File: config.mk
export PLATFORM = sky130hd
export DESIGN_NAME = case_1_traffic_ctrl
export DESIGN_NICKNAME = d
export VERILOG_FILES = /design/src/rtl/case_1_traffic_ctrl.sv
export SDC_FILE = /design/constraint.sdc
export NUM_CORES = 1
export LEC_CHECK = 0
export ABC_CLOCK_PERIOD_IN_PS = 2029
export CELL_PAD_IN_SITES_DETAIL_PLACEMENT = 1
export CELL_PAD_IN_SITES_GLOBAL_PLACEMENT = 1
export CORE_MARGIN = 8
export CORE_UTILIZATION = 31
export CTS_CLUSTER_SIZE = 24
export DETAILED_ROUTE_END_ITERATION = 8
export PLACE_DENSITY_LB_ADDON = 0.1
export REMOVE_ABC_BUFFERS = 1
export SYNTH_ARGS = -nofsm -noshare
export SYNTH_HDL_FRONTEND = slang
export SYNTH_SLANG_ARGS = --single-unit
File: constraint.sdc
create_clock -name clk -period 2.03 [get_ports clk]
set_input_delay 0.406 -clock clk [delete_from_list [all_inputs] [get_ports clk]]
set_output_delay 0.406 -clock clk [all_outputs]
set_load 0.01 [all_outputs]
File: src/rtl/case_1_traffic_ctrl.sv
// Fixed-time Moore controller for a T junction: six phases cycle S1..S6, each held
// for a parameterised number of clk ticks. Lamps are one-hot {R,Y,G} and depend on state only.
module case_1_traffic_ctrl #(
  parameter int T_MAIN = 7,
  parameter int T_YEL  = 2,
  parameter int T_TURN = 5,
  parameter int T_SIDE = 3,
  parameter int CNT_W  = 5
) (
  input  logic       clk,
  input  logic       rst,
  output logic [2:0] light_M1,
  output logic [2:0] light_M2,
  output logic [2:0] light_MT,
  output logic [2:0] light_S,
  output logic [2:0] state_dbg
);

  localparam logic [2:0] S1 = 3'd0;
  localparam logic [2:0] S2 = 3'd1;
  localparam logic [2:0] S3 = 3'd2;
  localparam logic [2:0] S4 = 3'd3;
  localparam logic [2:0] S5 = 3'd4;
  localparam logic [2:0] S6 = 3'd5;

  localparam logic [2:0] RED = 3'b100;
  localparam logic [2:0] YEL = 3'b010;
  localparam logic [2:0] GRN = 3'b001;

  logic [2:0]       state;
  logic [2:0]       state_nxt;
  logic [CNT_W-1:0] count;
  logic [CNT_W-1:0] count_last;

  // Terminal count and successor for the current phase.
  always_comb begin
    count_last = CNT_W'(T_MAIN - 1);
    state_nxt  = S1;
    case (state)
      S1: begin count_last = CNT_W'(T_MAIN - 1); state_nxt = S2; end
      S2: begin count_last = CNT_W'(T_YEL - 1);  state_nxt = S3; end
      S3: begin count_last = CNT_W'(T_TURN - 1); state_nxt = S4; end
      S4: begin count_last = CNT_W'(T_YEL - 1);  state_nxt = S5; end
      S5: begin count_last = CNT_W'(T_SIDE - 1); state_nxt = S6; end
      S6: begin count_last = CNT_W'(T_YEL - 1);  state_nxt = S1; end
      default: begin count_last = CNT_W'(T_MAIN - 1); state_nxt = S1; end
    endcase
  end

  // Reset outranks a due transition; unused encodings fall back to a fresh S1.
  always_ff @(posedge clk) begin
    if (!rst) begin
      state <= S1;
      count <= '0;
    end else if (state > S6) begin
      state <= S1;
      count <= '0;
    end else if (count == count_last) begin
      state <= state_nxt;
      count <= '0;
    end else begin
      count <= count + CNT_W'(1);
    end
  end

  // Lamp decode; an illegal state shows all-red for its single cycle.
  always_comb begin
    light_M1 = RED;
    light_M2 = RED;
    light_MT = RED;
    light_S  = RED;
    case (state)
      S1: begin light_M1 = GRN; light_M2 = GRN; end
      S2: begin light_M1 = GRN; light_M2 = YEL; end
      S3: begin light_M1 = GRN; light_MT = GRN; end
      S4: begin light_M1 = YEL; light_MT = YEL; end
      S5: light_S = GRN;
      S6: light_S = YEL;
      default: ;
    endcase
  end

  assign state_dbg = state;

endmodule

==> metrics.md <==
| Metric | Value |
|---|---|
| Status | finished clean |
| Max FO, Critical Path | 11 |
| Cell count after synthesis | between 60 and 70 |
| Worst Setup SP | state_dbg[2] |
| Post-route cell area | 713.2 um^2 |
| Placement Setup Slack | 0.1696 ns |
| Nets | between 80 and 90 |
| Main synth FF type | dfxtp_1 |
| Async SR Flop Fraction | 0% |
| Die area | 3246 um^2 |
| Pin count of the biggest net entering global routing | 13 |
| Sequential power share | 50.4% |
| Slowest stage cell, crit path | clkdlybuf4s50_1 |
| Synth cell types | 25 |
| Period minus WS final | approximately 1.9 ns |
| Starting DRT DRC Count | 5 |
| Gr usage total | ~8.6% |
| Avg Inst Size Synth | 8.395 um^2 |
| Post-synth EDFFs | 0 |
| Clock skew | roughly 0.0035 ns |
| Clock root cell | clkbuf_4 |
| RSZ-0062 raised after global routing | false |
| Vias in the first global route | 482 |
| Fin. max-slew vios | 0 |
| Bufs and invs on worst path | 1 |
| Multi-input gate area | between 300 and 400 um^2 |
| Final WS setup | between 0.1 and 0.15 ns |
| DP Wirelength | 984.9 um |
| Final hold slack | 0.4960 ns |
| Top Family by Delay on Critical Path | buffers and inverters |
| Final worst path period share | 94.06% |
| DRC | 0 |
| First-pass GRT wire length | 2256 um |
| F_max | about 520 MHz |
| Area growth, synth to finish | 37.02% |
| Vias per inst | between 4 and 5 |
| CTS buffer count | 3 |
| WS Path Type | flip-flop to output pin |
| Critical path launch point type | flip-flop |
| Hold crit path type | flip-flop to flip-flop |
| Internal | 0.0002597 W |
| RR Startpoint | count[0] |
| GPL Wtd Cong | roughly 0.65 |
| Slew Limit Headroom | about three quarters |
| Synthesized area | 520.5 um^2 |
| DIE WIDTH | 56.98 um |
| Number of antenna violations at the first check in global routing | 0 |
| CTS Sinks | 8 |
| WL per Instance | between 10 and 15 um |
| CP max stage delay | about 0.54 ns |
| Clock Path Buffers | 2 |
| Max Cap Viol | 0 |
| Leak | 0.2615 nW |
| Starting Density | 31.52% |
| Std-Cell Rows | 15 |
| Share of layout cells above drive strength 1 | 16.88% |
| Worst-Margin Slew | 0.3623 ns |
| Hold_sp | count[0] |
| Final ANT Viol Nets | 0 |
| Ant diodes | 0 |
| Total number of yosys warnings | 0 |
| Required @ worst endpoint | 1.62 ns |
| Drt first pass iters | 3 |
| CTS tree | built |
| Endpoints failing setup | 0 |
| Final TNS setup | 0 ns |
| Clk network pwr share | between 30% and 40% |
| Core Region | 1652 um^2 |
| Worst-Skew Late Latency | 0.25 ns |
| Seq/Total Area, Yosys | 30.77% |
| I/O pins | 17 |
| Final Hold Violating Endpoints | 0 |
| DRT Wirelength | between 1000 and 1500 um |
| Critical Path AT | about 1.5 ns |
| Max H-tree Level | 1 |
| Total grt overflow | 0 |
| DP Area | between 600 and 700 um^2 |
| Port Buffers | 16 |
| PwrDens | between 400 and 500 nW/um^2 |
| Register clock-pin slew on the reported worst setup and hold paths | 0.06 ns |
| Switching part of the total | 26.46% |
| Sw Pwr | 0.00009346 W |
| Comb power frac | 15.7% |
| Flops & latches, synth | 8 |
| Non-filler cells in the finished layout | 94 |
| Fillers | 199 |
| Via count | 463 |
| FF/Latch Area | roughly 170 um^2 |
| Worst VDD drop | 0.3360 mV |
| Placed Instances | 91 |
| Crit. End Element | output pin |
| Chip height | 56.98 um |
| Crit-path cells | nand2b_2, nor2_1, clkdlybuf4s50_1 |
what timing repair did:
action,CTS,global route
endpoints found under the setup margin,10,5
setup buffers,0,0
hold endpoints to repair,0,0
resized for setup,2,4
hold buffers,0,0
registers in the layout, summed over array words and instances, names as in the netlist:
signal / cells
count: 5
state_dbg: 3
synthesized netlist by cell type (2+ instances only):
library cell,count,area share [%]
nor2_1,14,10
dfxtp_1,8,31
clkbuf_1,2,1.4
nand3b_1,2,2.9
mux2i_1,2,3.8
nand2_1,2,1.4
inv_1,3,2.2
nand3_1,3,2.9
xor2_1,3,5.0
buf_4,2,2.9
or3_1,2,2.4
a21oi_1,4,3.8
o211ai_1,3,4.3
kinds of logic (layout without fill, tap and decap cells):
group,count (synthesis),in the layout,share of synthesized area (%)
and+or+nand+nor,28,28,28.85
AOI/OAI and AO/OA,11,11,19.95
DFF,8,8,30.77
buffers and inverters,8,23,7.451
xor gates and xnor gates,4,4,6.732
muxes,2,2,3.846
adders and majority gates,1,1,2.403
layout by cell type (no fill, tap or decap):
master / Yosys / final
o21bai_1: 1 / 1
clkbuf_4: 0 / 3
mux2i_1: 2 / 2
dfxtp_2: 0 / 1
o41a_4: 1 / 1
nand3b_1: 2 / 2
xnor2_1: 1 / 1
inv_2: 0 / 1
nand3_1: 3 / 3
xor2_1: 3 / 3
nand2b_1: 1 / 1
a2111oi_4: 1 / 1
ha_1: 1 / 1
o211ai_1: 3 / 3
dfxtp_1: 8 / 5
nand2_1: 2 / 2
a21oi_1: 4 / 4
nand2b_2: 1 / 1
o21ai_0: 1 / 1
nor3_1: 1 / 1
or3_1: 2 / 2
nor2_1: 14 / 14
inv_1: 3 / 2
clkdlybuf4s50_1: 0 / 16
buf_4: 2 / 1
and2_2: 1 / 1
nand2_8: 1 / 1
dfxtp_4: 0 / 2
path summary, 6_finish.rpt:
| path | endpoint | slack (ns) | cells past startpoint |
|---|---|---|---|
| setup / recovery | light_MT[0] | 0.12 | 3 |
| hold / removal | count[0] | 0.50 | 1 |
| setup reg to reg | state_dbg[1] | 0.31 | 5 |
| hold reg to reg | count[0] | 0.50 | 1 |
power by group through the flow:
stage               Clock, W  Sequential, W  Combinational, W
floorplan                  0       0.000181         0.0000367
global placement           0       0.000183         0.0000562
detailed placement         0       0.000183         0.0000561
CTS                 0.000126       0.000180         0.0000564
global route        0.000137       0.000180         0.0000634
finish              0.000120       0.000178         0.0000554
per-stage QoR:
stage / util (%) / power (W)
finish: 43.18 / 0.0003532
detailed placement: 41.29 / 0.0002395
global placement: 41.29 / 0.0002395
global route: 43.18 / 0.0003804
floorplan: - / 0.0002172
CTS: 42.80 / 0.0003625
cell type report:
type,count,area share [%]
Timing Repair Buffer,17,23.51
Sequential cell,8,23.68
Tap cell,17,2.982
Clock buffer,3,3.158
Multi-Input combinational cell,46,45.09
Inverter,3,1.579
routing by layer:
metal	vias up	GRT usage [%]	wire length [um]	share of wire, %
li1	240	-	-	-
met1	213	10.27	593	48
met2	10	12.25	569	46
met3	0	5.100	83	6.7
met4	0	3.020	0	0
met5	-	0	0	0
No activity file was read; power rests on OpenSTA's default activity.
